[config.mk]
export PLATFORM = sky130hd
export DESIGN_NAME = blit_addr_step_flat
export DESIGN_NICKNAME = d
export VERILOG_FILES = /design/src/rtl/blit_pkg.sv /design/src/rtl/blit_addr_step_if.sv /design/src/rtl/blit_yfrac_acc.sv /design/src/rtl/blit_addr_step.sv /design/src/flat_wrapper.sv
export SDC_FILE = /design/constraint.sdc
export NUM_CORES = 1
export LEC_CHECK = 0
export ABC_AREA = 1
export BUFFER_PORTS_ARGS = -buffer_cell sky130_fd_sc_hd__buf_2
export CAP_MARGIN = 10
export CORE_MARGIN = 4
export CORE_UTILIZATION = 60
export CTS_CLUSTER_DIAMETER = 150
export DETAILED_ROUTE_END_ITERATION = 12
export GPL_ROUTABILITY_DRIVEN = 1
export HOLD_SLACK_MARGIN = 0.03
export PLACE_DENSITY_LB_ADDON = 0.08
export SLEW_MARGIN = 20
export SYNTH_ARGS = -nofsm -noshare
export SYNTH_HDL_FRONTEND = slang
export SYNTH_SLANG_ARGS = --single-unit
[constraint.sdc]
create_clock -name MasterClock -period 8.9 [get_ports MasterClock]
set_input_delay 0.445 -clock MasterClock [delete_from_list [all_inputs] [get_ports MasterClock]]
set_output_delay 0.445 -clock MasterClock [all_outputs]
set_load 0.02 [all_outputs]
[src/rtl/blit_pkg.sv]
// blit_pkg: shared widths and step-kind decode for the blitter address stepper
package blit_pkg;
  localparam int ADDR_W = 20;
  localparam int FRAC_W = 8;
  typedef enum logic [1:0] {STEP_NONE, STEP_INNER, STEP_OUTER} step_kind_e;
endpackage

[src/rtl/blit_addr_step_if.sv]
// blit_addr_step_if: step/mode/load inputs and address outputs of the blitter address stepper
interface blit_addr_step_if
  import blit_pkg::*;
#(
  parameter int ICNT_W = 8
);
  logic STEP_0, STEP_1, STEP_2, STEP_3, STEP_4, STEP_5, STEP_6, STEP_7;
  logic STEPM1;
  logic YFRAC;
  logic [ADDR_W-1:0] A_IN;
  logic LDADR;
  logic [ICNT_W-1:0] ICNT_IN;
  logic LDICNT;
  logic INNER;
  logic OUTER;
  logic [ADDR_W-1:0] ADDR;
  logic [FRAC_W-1:0] FRAC;
  logic INNER_DONE;
  logic YCARRY;
  modport master (
    output STEP_0, STEP_1, STEP_2, STEP_3, STEP_4, STEP_5, STEP_6, STEP_7,
    output STEPM1, YFRAC, A_IN, LDADR, ICNT_IN, LDICNT, INNER, OUTER,
    input  ADDR, FRAC, INNER_DONE, YCARRY
  );
  modport slave (
    input  STEP_0, STEP_1, STEP_2, STEP_3, STEP_4, STEP_5, STEP_6, STEP_7,
    input  STEPM1, YFRAC, A_IN, LDADR, ICNT_IN, LDICNT, INNER, OUTER,
    output ADDR, FRAC, INNER_DONE, YCARRY
  );
endinterface

[src/rtl/blit_yfrac_acc.sv]
// blit_yfrac_acc: fractional-Y accumulator with carry-out and registered YCARRY pulse
module blit_yfrac_acc
  import blit_pkg::*;
(
  input  logic              clk,
  input  logic              rst,
  input  logic              clr,
  input  logic              en,
  input  logic [FRAC_W-1:0] step,
  output logic [FRAC_W-1:0] frac,
  output logic              carry,
  output logic              ycarry
);
  logic [FRAC_W-1:0] frac_q, frac_d, sum;
  logic ycarry_q, ycarry_d;
  // add step to the fraction; a load clears it and suppresses the carry pulse
  always_comb begin
    {carry, sum} = {1'b0, frac_q} + {1'b0, step};
    frac_d = clr ? '0 : en ? sum : frac_q;
    ycarry_d = en && !clr && carry;
  end
  // fraction and carry-pulse registers
  always_ff @(posedge clk) begin
    if (rst) begin
      frac_q <= '0;
      ycarry_q <= 1'b0;
    end else begin
      frac_q <= frac_d;
      ycarry_q <= ycarry_d;
    end
  end
  assign frac = frac_q;
  assign ycarry = ycarry_q;
endmodule

[src/rtl/blit_addr_step.sv]
// blit_addr_step: blitter address stepper (inner +1, outer step/fractional pitch); BLIT_PAGE_WRAP_EN keeps steps inside the 64K page
module blit_addr_step
  import blit_pkg::*;
#(
  parameter int ROW_PITCH = 256,
  parameter int ICNT_W    = 8
)(
  input logic MasterClock,
  input logic RESET,
  blit_addr_step_if.slave bus
);
  logic [7:0] step;
  step_kind_e kind;
  logic [ADDR_W-1:0] addr_q, addr_d, delta, sum, stepped;
  logic [ICNT_W-1:0] icnt_q, icnt_d;
  logic [ICNT_W:0] rem_q, rem_d;
  logic done_q, done_d;
  logic acc_en, carry, ycarry;
  logic [FRAC_W-1:0] frac;

  assign step = {bus.STEP_7, bus.STEP_6, bus.STEP_5, bus.STEP_4,
                 bus.STEP_3, bus.STEP_2, bus.STEP_1, bus.STEP_0};

  function automatic logic [ICNT_W:0] full_cnt(input logic [ICNT_W-1:0] v);
    return (v == '0) ? {1'b1, {ICNT_W{1'b0}}} : {1'b0, v};
  endfunction

  // outer beats inner; an inner step with nothing left to count is dropped
  always_comb begin
    kind = bus.OUTER ? STEP_OUTER : (bus.INNER && rem_q != '0) ? STEP_INNER : STEP_NONE;
    acc_en = (kind == STEP_OUTER) && bus.YFRAC;
  end

  blit_yfrac_acc u_acc (
    .clk   (MasterClock),
    .rst   (RESET),
    .clr   (bus.LDADR),
    .en    (acc_en),
    .step  (step),
    .frac  (frac),
    .carry (carry),
    .ycarry(ycarry)
  );

  // next address, remaining count and done flag
  always_comb begin
    delta = (kind == STEP_OUTER)
          ? (bus.YFRAC ? (carry ? ADDR_W'(ROW_PITCH) : '0)
                       : {{(ADDR_W-8){step[7]}}, step} - ADDR_W'(bus.STEPM1))
          : (kind == STEP_INNER) ? ADDR_W'(1) : '0;
    sum = addr_q + delta;
`ifdef BLIT_PAGE_WRAP_EN
    stepped = {addr_q[ADDR_W-1:16], sum[15:0]};
`else
    stepped = sum;
`endif
    addr_d = bus.LDADR ? bus.A_IN : stepped;
    icnt_d = bus.LDICNT ? bus.ICNT_IN : icnt_q;
    rem_d = bus.LDICNT ? full_cnt(bus.ICNT_IN)
          : (kind == STEP_OUTER) ? full_cnt(icnt_q)
          : (kind == STEP_INNER) ? rem_q - (ICNT_W+1)'(1) : rem_q;
    done_d = (rem_d == '0);
  end

  // address and inner-count registers
  always_ff @(posedge MasterClock) begin
    if (RESET) begin
      addr_q <= '0;
      icnt_q <= '0;
      rem_q <= '0;
      done_q <= 1'b1;
    end else begin
      addr_q <= addr_d;
      icnt_q <= icnt_d;
      rem_q <= rem_d;
      done_q <= done_d;
    end
  end

  assign bus.ADDR = addr_q;
  assign bus.FRAC = frac;
  assign bus.INNER_DONE = done_q;
  assign bus.YCARRY = ycarry;
endmodule

[src/flat_wrapper.sv]
// flat-port wrapper written by rule: the top's interface ports become plain ports
module blit_addr_step_flat import blit_pkg::*;
#(
  parameter int ROW_PITCH = 256,
  parameter int ICNT_W    = 8
)
  (MasterClock, RESET, bus_STEP_0, bus_STEP_1, bus_STEP_2, bus_STEP_3, bus_STEP_4, bus_STEP_5, bus_STEP_6, bus_STEP_7, bus_STEPM1, bus_YFRAC, bus_A_IN, bus_LDADR, bus_ICNT_IN, bus_LDICNT, bus_INNER, bus_OUTER, bus_ADDR, bus_FRAC, bus_INNER_DONE, bus_YCARRY);
  blit_addr_step_if #(.ICNT_W(ICNT_W)) bus_i ();
  input logic MasterClock;
  input logic RESET;
  input wire logic [$bits(bus_i.STEP_0)-1:0] bus_STEP_0;
  input wire logic [$bits(bus_i.STEP_1)-1:0] bus_STEP_1;
  input wire logic [$bits(bus_i.STEP_2)-1:0] bus_STEP_2;
  input wire logic [$bits(bus_i.STEP_3)-1:0] bus_STEP_3;
  input wire logic [$bits(bus_i.STEP_4)-1:0] bus_STEP_4;
  input wire logic [$bits(bus_i.STEP_5)-1:0] bus_STEP_5;
  input wire logic [$bits(bus_i.STEP_6)-1:0] bus_STEP_6;
  input wire logic [$bits(bus_i.STEP_7)-1:0] bus_STEP_7;
  input wire logic [$bits(bus_i.STEPM1)-1:0] bus_STEPM1;
  input wire logic [$bits(bus_i.YFRAC)-1:0] bus_YFRAC;
  input wire logic [$bits(bus_i.A_IN)-1:0] bus_A_IN;
  input wire logic [$bits(bus_i.LDADR)-1:0] bus_LDADR;
  input wire logic [$bits(bus_i.ICNT_IN)-1:0] bus_ICNT_IN;
  input wire logic [$bits(bus_i.LDICNT)-1:0] bus_LDICNT;
  input wire logic [$bits(bus_i.INNER)-1:0] bus_INNER;
  input wire logic [$bits(bus_i.OUTER)-1:0] bus_OUTER;
  output wire logic [$bits(bus_i.ADDR)-1:0] bus_ADDR;
  output wire logic [$bits(bus_i.FRAC)-1:0] bus_FRAC;
  output wire logic [$bits(bus_i.INNER_DONE)-1:0] bus_INNER_DONE;
  output wire logic [$bits(bus_i.YCARRY)-1:0] bus_YCARRY;
  assign bus_i.STEP_0 = bus_STEP_0;
  assign bus_i.STEP_1 = bus_STEP_1;
  assign bus_i.STEP_2 = bus_STEP_2;
  assign bus_i.STEP_3 = bus_STEP_3;
  assign bus_i.STEP_4 = bus_STEP_4;
  assign bus_i.STEP_5 = bus_STEP_5;
  assign bus_i.STEP_6 = bus_STEP_6;
  assign bus_i.STEP_7 = bus_STEP_7;
  assign bus_i.STEPM1 = bus_STEPM1;
  assign bus_i.YFRAC = bus_YFRAC;
  assign bus_i.A_IN = bus_A_IN;
  assign bus_i.LDADR = bus_LDADR;
  assign bus_i.ICNT_IN = bus_ICNT_IN;
  assign bus_i.LDICNT = bus_LDICNT;
  assign bus_i.INNER = bus_INNER;
  assign bus_i.OUTER = bus_OUTER;
  assign bus_ADDR = bus_i.ADDR;
  assign bus_FRAC = bus_i.FRAC;
  assign bus_INNER_DONE = bus_i.INNER_DONE;
  assign bus_YCARRY = bus_i.YCARRY;
  blit_addr_step #(.ROW_PITCH(ROW_PITCH), .ICNT_W(ICNT_W)) u_core (.MasterClock(MasterClock), .RESET(RESET), .bus(bus_i));
endmodule
* Word level (Yosys, flattened, before mapping) *
Index checks and enable logic that the tools add are counted.

operators by class
  add/sub/neg operators = 4
  equal/unequal tests = 2
  muxes and demuxes = 12
  reductions and logical operators = 10

operators by type and width
  kind                                                                    count
  20-bit 2-to-1 mux                                                       3
  9-bit 2-to-1 mux                                                        6
  20-bit adder                                                            1
  8-bit logical NOT                                                       2
  8-bit by 8-bit adder with 9-bit output                                  1
  9-bit logical NOT                                                       1
  9-bit nonzero test                                                      1
  8-bit by 2-bit subtractor with 9-bit output                             1
  9-bit by 1-bit subtractor with 9-bit output (second input constant)     1
  1-bit logical AND                                                       4
  2-bit by 1-bit equality test with 1-bit output (second input constant)  1
  2-bit equality test (second input constant)                             1
  1-bit 2-to-1 mux                                                        2
  2-bit 2-to-1 mux                                                        1
  2-bit OR reduction                                                      1
  1-bit logical NOT                                                       1

storage, ports and cells
  bits in registers = 47
  input bits = 44
  output and inout bits = 30
  word-level logic and storage cells = 34

* Logic depth before layout (Yosys ltp) *
Gate-level depths: netlist of the first run.

  word-level depth = 9
  gate-level depth with buffers = 23
  mapped depth without buffers = 23

* Hierarchy *
A second synthesis of the first run with hierarchy kept.

second synthesis, totals
  cell total of the unflattened synthesis = 618
  area, all modules = 3823.7 um^2

modules (own cells, without submodules)
  module          instances  cells each  area an instance (um^2)  seq. area each (um^2)
  blit_addr_step  1          516         3139.3                   760.7
  blit_yfrac_acc  1          102         684.4                    180.2

* Least setup slack after synthesis of the first run *
OpenSTA, ideal clock, no wires.

  kind = input to register
  start = input port bus_STEP_0
  end = register u_core.addr_q[19], in the netlist u_core.bus.ADDR[19]
  setup time = 0.109 ns
  arrival time = 3.048 ns
  data required time = 8.791 ns
  setup slack = 5.743 ns
  stages = 21
  cell sequence = ha_1 fa_1 nand3_1 nand2_1 nand2_1 nand2_1 a21oi_1 inv_1 a21oi_1 nor2_1 o21ai_1 nand2_1 ha_1 a21oi_1 o21ai_0 a21o_1 a21oi_1 a21o_1 nand3_1 nand2_1 inv_1

between the ends
  longest elaborated chain between the ends = 6
  elaborated cells on any way between the ends = 7
  classes of those cells = 3 x add/sub; 4 x mux

ends and longest elaborated chain
  what                                    line                  source
  start, declared                         flat_wrapper.sv:11    input wire logic [$bits(bus_i.STEP_0)-1:0] bus_STEP_0;
  8-bit by 8-bit adder with 9-bit output  blit_yfrac_acc.sv:18  {carry, sum} = {1'b0, frac_q} + {1'b0, step};
  9-bit 2-to-1 mux                        blit_addr_step.sv:48  ? (bus.YFRAC ? (carry ? ADDR_W'(ROW_PITCH) : '0)
  20-bit 2-to-1 mux * (2 in a row)        blit_addr_step.sv:48
  20-bit adder *                          blit_addr_step.sv:51  sum = addr_q + delta;
  20-bit 2-to-1 mux *                     blit_addr_step.sv:57  addr_d = bus.LDADR ? bus.A_IN : stepped;
  end signal, assigned                    blit_addr_step.sv:73  addr_q <= addr_d;
  end, declared                           blit_addr_step.sv:14  logic [ADDR_W-1:0] addr_q, addr_d, delta, sum, stepped;

Mark *: on every way between the ends. The rest lies on a longest branch, timed or not.
A chain may end at the register's enable or synchronous reset.

* Worst setup path in the final report of the first run *
  start = register u_core.u_acc.frac_q[0], in the netlist u_core.u_acc.frac[0]
  end = register u_core.addr_q[15], in the netlist u_core.bus.ADDR[15]

between the ends
  longest elaborated chain between the ends = 6

ends and longest elaborated chain
  what                                    line                  source
  start, declared                         blit_yfrac_acc.sv:14  logic [FRAC_W-1:0] frac_q, frac_d, sum;
  start signal, assigned                  blit_yfrac_acc.sv:28  frac_q <= frac_d;
  8-bit by 8-bit adder with 9-bit output  blit_yfrac_acc.sv:18
  9-bit 2-to-1 mux                        blit_addr_step.sv:48
  20-bit 2-to-1 mux (2 in a row)          blit_addr_step.sv:48
  20-bit adder                            blit_addr_step.sv:51
  20-bit 2-to-1 mux                       blit_addr_step.sv:57

Every way passes these cells.

==> summary.md, run 1 <==
| Metric | Value |
|---|---|
| Run status | completed |
| Post-synthesis xor/xnor area fraction | 3.183% |
| First-pass iteration count of the detailed router | 6 |
| H-tree Lvls | 2 |
| R2R Setup Slk | 5.45 ns |
| Drt total wl | 9245 um |
| Die X | 85.22 um |
| Final Cell Area | 4101 sq um |
| Starting Density | 63.41% |
| Mapped cell area | 3577 sq um |
| Synth Area in Simple Gates | 29.80% |
| Syn Area/Cell | 6.434 sq um |
| Setup violations, final | 0 |
| Largest net degree at the start of global routing | 28 |
| Synth top area share | 26.30% |
| I/O pin count | 74 |
| Chip height | 85.22 um |
| Seq cells post-synth | 47 |
| CP Launch Type | register |
| Fillers | 496 |
| Post-synth EDFFs | 0 |
| DP HPWL | 7262 um |
| Max Slew Vio Count | 0 |
| Top cell type by total area after synthesis | dfxtp_1 |
| Worst Path Required | 9.10 ns |
| NumNets Final | 700 |
| DR iter-0 viols | 278 |
| Global route total overflow | 0 |
| Peak supply drop | 0.09917 mV |
| Root Buffer | clkbuf_8 |
| Multi-input logic area | 2306 sq um |
| Tightest Pin Transition | 0.7384 ns |
| Period utilisation layout | 38.79% |
| Relative slew slack | 50.47% |
| Largest family of logic cells by synthesized area | simple AND/OR/NAND/NOR gates |
| Buffers inserted by post-CTS timing repair | 0 |
| Global Route Usage Sum | 25.85% |
| R2r worst-path depth | 20 |
| Ys Warns | 0 |
| Placed instance area | 3984 sq um |
| Critical Path AT | 3.66 ns |
| Main synth FF type | dfxtp_1 |
| Initial antenna violation count | 0 |
| Clock Sinks | 47 |
| Final ANT Viol Nets | 0 |
| Seq/Total Area, Yosys | 26.30% |
| Total Power | 0.0005692 W |
| Global-route wire length before repair | 15,770 um |
| Antenna Cells | 0 |
| Vias per inst | 5.591 |
| HP Class | primary input to register |
| CTS buffer count | 5 |
| Vias in the first global route | 3,549 |
| Period minus WS final | 3.453 ns |
| Power Dens Cells | 138.8 nW/um^2 |
| Clk slew on worst S/H paths | 0.09 ns |
| Setup Crit Path Kind | register to register |
| Final TNS setup | 0 ns |
| Critical Path Start | u_core.u_acc.frac[0] |
| Routability cong. | 0.9709 |
| WL/cell | 13.26 um |
| Fmax | 289.6 MHz |
| Routed via count | 3,897 |
| Later-pin clock latency in the skew report | 0.32 ns |
| Pleak | 2.250 nW |
| Worst Setup Slack, final | 5.447 ns |
| Synth top area cells | dfxtp_1 (26%), nand2_1 (13%), ha_1 (10%) |
| Unrepaired setup endpoints after global routing | false |
| Final Hold Vio Count | 0 |
| CTS tree | done |
| Complex-gate fraction of the synthesized area | 19.87% |
| Post-route DRC | 0 |
| Hold buffer count at cts | 0 |
| PostCTS Resize Cnt | 0 |
| Synth cell types | 36 |
| Die area | 7262 sq um |
| Asr flop ratio synth | 0% |
| Worst Skew | 0.01532 ns |
| Syn Nets | 632 |
| Synth Instances | 556 |
| Max Cap Viol | 0 |
| Fraction of layout cells with a size suffix above 1 | 14.24% |
| Reg-to-Reg End | u_core.bus.ADDR[15] |
| Dpl ws | 5.227 ns |
| FF/Latch Area | 940.9 sq um |
| CP Capture Point | u_core.bus.ADDR[15] |
| Post-synthesis mux area share | 0% |
| Max Root-Sink Buffers | 2 |
| Worst-path maximum fanout | 5 |
| Worst r2r src | u_core.u_acc.frac[0] |
| Adder-cell share of the synthesized area | 11.61% |
| P&R area growth vs syn | 14.66% |
| # rows | 27 |
| Core area | 5642 sq um |
| CP Capture Type | register |
| IO buf count | 73 |
| Final core utilization | 72.70% |
[logic make-up (layout without fill, tap and decap cells)]
family | count (synthesis) | count (layout)
AO/OA/AOI/OAI | 128 | 128
XOR/XNOR | 13 | 13
adder cells (fa/ha/maj) | 32 | 32
buffers and inverters | 87 | 156
flip-flops | 47 | 47
AND/OR/NAND/NOR | 249 | 249
[flip-flops by register name, indices dropped and copies added, names as in the netlist]
register / cells
u_core.bus.INNER_DONE: 1
u_core.u_acc.ycarry: 1
u_core.icnt_q: 8
u_core.bus.ADDR: 20
u_core.rem_q: 9
u_core.u_acc.frac: 8
[cells in the final DEF, fill, tap and decap left out, types with 3 or more instances in the layout]
| cell type | instances |
|---|---|
| nand2_1 | 122 |
| inv_1 | 73 |
| buf_2 | 73 |
| nor2_1 | 62 |
| a21oi_1 | 54 |
| dfxtp_1 | 47 |
| o21ai_0 | 41 |
| nand3_1 | 35 |
| ha_1 | 30 |
| nand4_1 | 10 |
| o21ai_1 | 8 |
| nor3_1 | 8 |
| xor2_1 | 8 |
| clkbuf_8 | 6 |
| o221ai_1 | 5 |
| xnor2_1 | 5 |
| o21bai_1 | 5 |
| a21o_1 | 4 |
| o211ai_1 | 4 |
| a21boi_1 | 3 |
[worst max-delay path, stage by stage (launching register included)]
cell     delay [ns]
dfxtp_1        0.33
ha_1           0.22
fa_1           0.41
nand3_1        0.10
nand2_1        0.08
nand2_1        0.07
nand2_1        0.05
a21oi_1        0.20
inv_1          0.06
a21oi_1        0.12
nor2_1         0.05
o21ai_1        0.19
nand2_1        0.08
ha_1           0.36
a21oi_1        0.11
o21ai_0        0.37
a21oi_1        0.16
nand3_1        0.11
nand2_1        0.06
o21ai_1        0.16
inv_1          0.06
[how the worst min path moves through the flow]
| stage | from | endpoint | slack [ns] | cells past startpoint |
|---|---|---|---|---|
| after floorplan | u_core.icnt_q[6] | u_core.icnt_q[6] | 0.44 | 2 |
| after global placement | u_core.icnt_q[6] | u_core.icnt_q[6] | 0.45 | 2 |
| after detailed placement | u_core.icnt_q[6] | u_core.icnt_q[6] | 0.46 | 2 |
| after CTS | bus_A_IN[12] | u_core.bus.ADDR[12] | 0.36 | 3 |
| after global routing | bus_A_IN[12] | u_core.bus.ADDR[12] | 0.36 | 3 |
| final | bus_A_IN[12] | u_core.bus.ADDR[12] | 0.36 | 3 |
[per-stage QoR]
step | instances | hold WS, ns
global route | 697 | 0.3586
detailed placement | 689 | 0.4560
finish | 697 | 0.3568
global placement | 689 | 0.4512
floorplan | 556 | 0.4415
CTS | 697 | 0.3551
[cell type report]
cell class / count / area share [%]
timing repair buffer: 73 / 8.908
clock buffer: 6 / 2.013
clock inverter: 2 / 0.8542
tap: 72 / 2.196
sequential: 47 / 22.94
multi-input combinational: 422 / 56.22
inverter: 75 / 6.864
[Yosys cell counts, drive strengths merged, types with 8 or more instances]
cell type / number
nand2: 124
inv: 74
nor2: 64
a21oi: 54
o21ai: 49
dfxtp: 47
nand3: 36
ha: 30
nand4: 10
clkbuf: 9
nor3: 8
xor2: 8
[routing by layer]
layer	track usage, %	wire (um)	vias up	share of wire (%)
li1	-	-	1983	-
met1	36.13	4330	1744	47
met2	41.74	4140	158	45
met3	4.175	681	12	7.4
met4	5.899	92	0	1.0
met5	0	0	-	0
[report_power, final]
part	internal (W)	leakage (nW)	switching, W
combinational	0.0000593	1.80	0.000105
sequential	0.000225	0.389	0.0000107
clock	0.0000910	0.0612	0.0000774
total	0.000376	2.25	0.000193
No activity file was read; power rests on OpenSTA's default activity.
==> run 2: changes to the inputs <==
--- a/config.mk
+++ b/config.mk
@@ -9,7 +9,7 @@
 export BUFFER_PORTS_ARGS = -buffer_cell sky130_fd_sc_hd__buf_2
 export CAP_MARGIN = 10
 export CORE_MARGIN = 4
-export CORE_UTILIZATION = 60
+export CORE_UTILIZATION = 56
 export CTS_CLUSTER_DIAMETER = 150
 export DETAILED_ROUTE_END_ITERATION = 12
 export GPL_ROUTABILITY_DRIVEN = 1
==> constraint.sdc (replaced) <==
create_clock -name MasterClock -period 3.6 [get_ports MasterClock]
set_input_delay 0.18 -clock MasterClock [delete_from_list [all_inputs] [get_ports MasterClock]]
set_output_delay 0.18 -clock MasterClock [all_outputs]
set_load 0.02 [all_outputs]
==> summary.md, run 2 (synthesis gave the netlist of run 1 again) <==
| Metric | Value |
|---|---|
| Chip height | 87.93 um (was 85.22 um) |
| Peak supply drop | 0.2081 mV (was 0.09917 mV) |
| Core area | 6061 sq um (was 5642 sq um) |
| Critical Path AT | 3.47 ns (was 3.66 ns) |
| I/O pin count | 74 (unchanged) |
| HP Class | primary input to register (unchanged) |
| Final core utilization | 68.17% (was 72.70%) |
| Worst Hold Endpoint | u_core.bus.ADDR[12] (unchanged) |
| Root Buffer | clkbuf_8 (unchanged) |
| Global-route wire length before repair | 15,950 um (was 15,770 um) |
| NumNets Final | 700 (unchanged) |
| Period utilisation layout | 90.30% (was 38.79%) |
| Reg-to-Reg End | u_core.bus.ADDR[19] (was u_core.bus.ADDR[15]) |
| Critical Path Max Stage Delay | 0.36 ns (was 0.41 ns) |
| Worst path cell trace | ha_1 -> fa_2 -> nand3_1 -> nand2_1 -> nand2_1 -> nand2_1 -> a21oi_2 -> inv_1 -> a21oi_1 -> nor2_1 -> o21ai_2 -> nand2_2 -> ha_4 -> a21oi_1 -> o21ai_0 -> a21o_1 -> a21oi_1 -> a21o_1 -> nand3_1 -> nand2_1 -> inv_1 (was ha_1 -> fa_1 -> nand3_1 -> nand2_1 -> nand2_1 -> nand2_1 -> a21oi_1 -> inv_1 -> a21oi_1 -> nor2_1 -> o21ai_1 -> nand2_1 -> ha_1 -> a21oi_1 -> o21ai_0 -> a21oi_1 -> nand3_1 -> nand2_1 -> o21ai_1 -> inv_1) |
| Relative slew slack | 50.62% (was 50.47%) |
| Clk slew on worst S/H paths | 0.10 ns (was 0.09 ns) |
| Final ANT Viol Nets | 0 (unchanged) |
| Delay-heaviest family, CP | compound AO/OA/AOI/OAI gates (unchanged) |
| # rows | 28 (was 27) |
| CP Launch Type | register (unchanged) |
| CP Buf/Inv Count | 2 (unchanged) |
| Worst r2r src | u_core.u_acc.frac[0] (unchanged) |
| Setup Crit Path Kind | register to register (unchanged) |
| CTS buffer count | 5 (unchanged) |
| Buffers inserted by post-CTS timing repair | 0 (unchanged) |
| Max Root-Sink Buffers | 2 (unchanged) |
| Worst Skew | 0.007328 ns (was 0.01532 ns) |
| R2r worst-path depth | 21 (was 20) |
| Routed via count | 3,880 (was 3,897) |
| Pleak | 2.245 nW (was 2.250 nW) |
| P&R area growth vs syn | 15.49% (was 14.66%) |
| DP HPWL | 7253 um (was 7262 um) |
| Final TNS setup | 0 ns (unchanged) |
| Non-filler instance count after layout | 700 (was 697) |
| Fraction of layout cells with a size suffix above 1 | 15.20% (was 14.24%) |
| WL/cell | 13.29 um (was 13.26 um) |
| Worst Path Required | 3.82 ns (was 9.10 ns) |
| Vias in the first global route | 3,604 (was 3,549) |
| Worst hold stages | 3 (unchanged) |
| Initial antenna violation count | 0 (unchanged) |
| IO buf count | 73 (unchanged) |
| Global Route Usage Sum | 25.36% (was 25.85%) |
| Hold path start | bus_A_IN[12] (unchanged) |
| Die X | 87.93 um (was 85.22 um) |
| Power Dens Cells | 341.3 nW/um^2 (was 138.8 nW/um^2) |
| Largest net degree at the start of global routing | 28 (unchanged) |
| Clock Sinks | 47 (unchanged) |
| Final Hold Vio Count | 0 (unchanged) |
| Run status | completed (unchanged) |
| H-tree Lvls | 2 (unchanged) |
| Fmax | 307.6 MHz (was 289.6 MHz) |
| R2R Setup Slk | 0.35 ns (was 5.45 ns) |
| Antenna Cells | 0 (unchanged) |
| Later-pin clock latency in the skew report | 0.31 ns (was 0.32 ns) |
| Drt total wl | 9303 um (was 9245 um) |
| DR iter-0 viols | 219 (was 278) |
| Setup violations, final | 0 (unchanged) |
| Post-route DRC | 0 (unchanged) |
| Max Cap Viol | 0 (unchanged) |
| Worst-path maximum fanout | 5 (unchanged) |
| Commonest non-fill, non-tap cell in the layout | nand2_1 (unchanged) |
| CTS tree | done (unchanged) |
| Worst path most repeated cell | nand2_1 (unchanged) |
| Routability cong. | 0.9730 (was 0.9709) |
| CP max stage cell | fa_2 (was fa_1) |
| Die area | 7731 sq um (was 7262 sq um) |
| Period minus WS final | 3.251 ns (was 3.453 ns) |
| First-pass iteration count of the detailed router | 5 (was 6) |
| CP Capture Type | register (unchanged) |
| Unrepaired setup endpoints after global routing | false (unchanged) |
| Starting Density | 59.02% (was 63.41%) |
| Max Slew Vio Count | 0 (unchanged) |
| Dpl cells | 692 (was 689) |
| Tightest Pin Transition | 0.7361 ns (was 0.7384 ns) |
| Most frequent cells in the layout | nand2_1 (121), inv_1 (73), buf_2 (73), nor2_1 (61), a21oi_1 (53) (was nand2_1 (122), inv_1 (73), buf_2 (73), nor2_1 (62), a21oi_1 (54)) |
| Number of flip-flops in the largest register | 20 (unchanged) |
| Global route total overflow | 0 (unchanged) |
| Vias per inst | 5.543 (was 5.591) |
run 2: report_power, final:
group | switching, W | internal (W) | total [W]
clock | 0.000207 | 0.000211 | 0.000418
combinational | 0.000259 | 0.000149 | 0.000408
sequential | 0.0000264 | 0.000558 | 0.000584
total | 0.000493 | 0.000917 | 0.00141
run 2: metrics by stage:
step | total power (W) | instance area (sq um) | setup slack (ns) | hold WS (ns)
finish | 0.001410 | 4131 | 0.3492 | 0.08204
detailed placement | 0.0009957 | 3988 | 0.2031 | 0.4072
global route | 0.001505 | 4131 | 0.03085 | 0.09591
floorplan | 0.0008785 | 3577 | 0.4622 | 0.3102
CTS | 0.001409 | 4104 | 0.1876 | 0.08299
global placement | 0.0009863 | 3988 | 0.2954 | 0.3985
run 2: cell type report:
type / count / area [sq um]
sequential: 47 / 940.9
tap: 75 / 93.84
multi-input combinational: 422 / 2333
timing repair buffer: 73 / 365.4
fill: 590 / 1929
inverter: 75 / 281.5
clock buffer: 5 / 68.82
clock inverter: 3 / 47.55
run 2: what timing repair did:
action	4_1_cts	5_1_grt
resized for setup	0	6
setup endpoints to repair	0	10
endpoints found under the hold margin	0	0
hold buffers	0	0
run 2: worst max-delay path by stage:
| stage | from | endpoint | slack, ns | cells past startpoint |
|---|---|---|---|---|
| floorplan | u_core.u_acc.frac[0] | u_core.bus.ADDR[19] | 0.46 | 21 |
| global placement | u_core.u_acc.frac[0] | u_core.bus.ADDR[19] | 0.30 | 21 |
| detailed placement | u_core.u_acc.frac[0] | u_core.bus.ADDR[19] | 0.20 | 21 |
| CTS | u_core.u_acc.frac[0] | u_core.bus.ADDR[19] | 0.19 | 21 |
| global route | u_core.u_acc.frac[0] | u_core.bus.ADDR[16] | 0.03 | 22 |
| finish | u_core.u_acc.frac[0] | u_core.bus.ADDR[19] | 0.35 | 21 |
run 2: routing by layer:
layer	GRT usage, %	vias up	part of all wire, %
met5	0	-	0
met4	6.695	0	1.0
met3	3.763	10	7.3
met2	41.30	129	45
met1	35.02	1751	47
li1	-	1990	-
run 2: worst register-to-register path: stages, from the launching register on:
cell and delay, ns:
dfxtp_1 0.34, ha_1 0.23, fa_2 0.36, nand3_1 0.10
nand2_1 0.09, nand2_1 0.07, nand2_1 0.06, a21oi_2 0.15
inv_1 0.05, a21oi_1 0.12, nor2_1 0.06, o21ai_2 0.15
nand2_2 0.09, ha_4 0.24, a21oi_1 0.20, o21ai_0 0.20
a21o_1 0.21, a21oi_1 0.17, a21o_1 0.13, nand3_1 0.06
nand2_1 0.08, inv_1 0.03
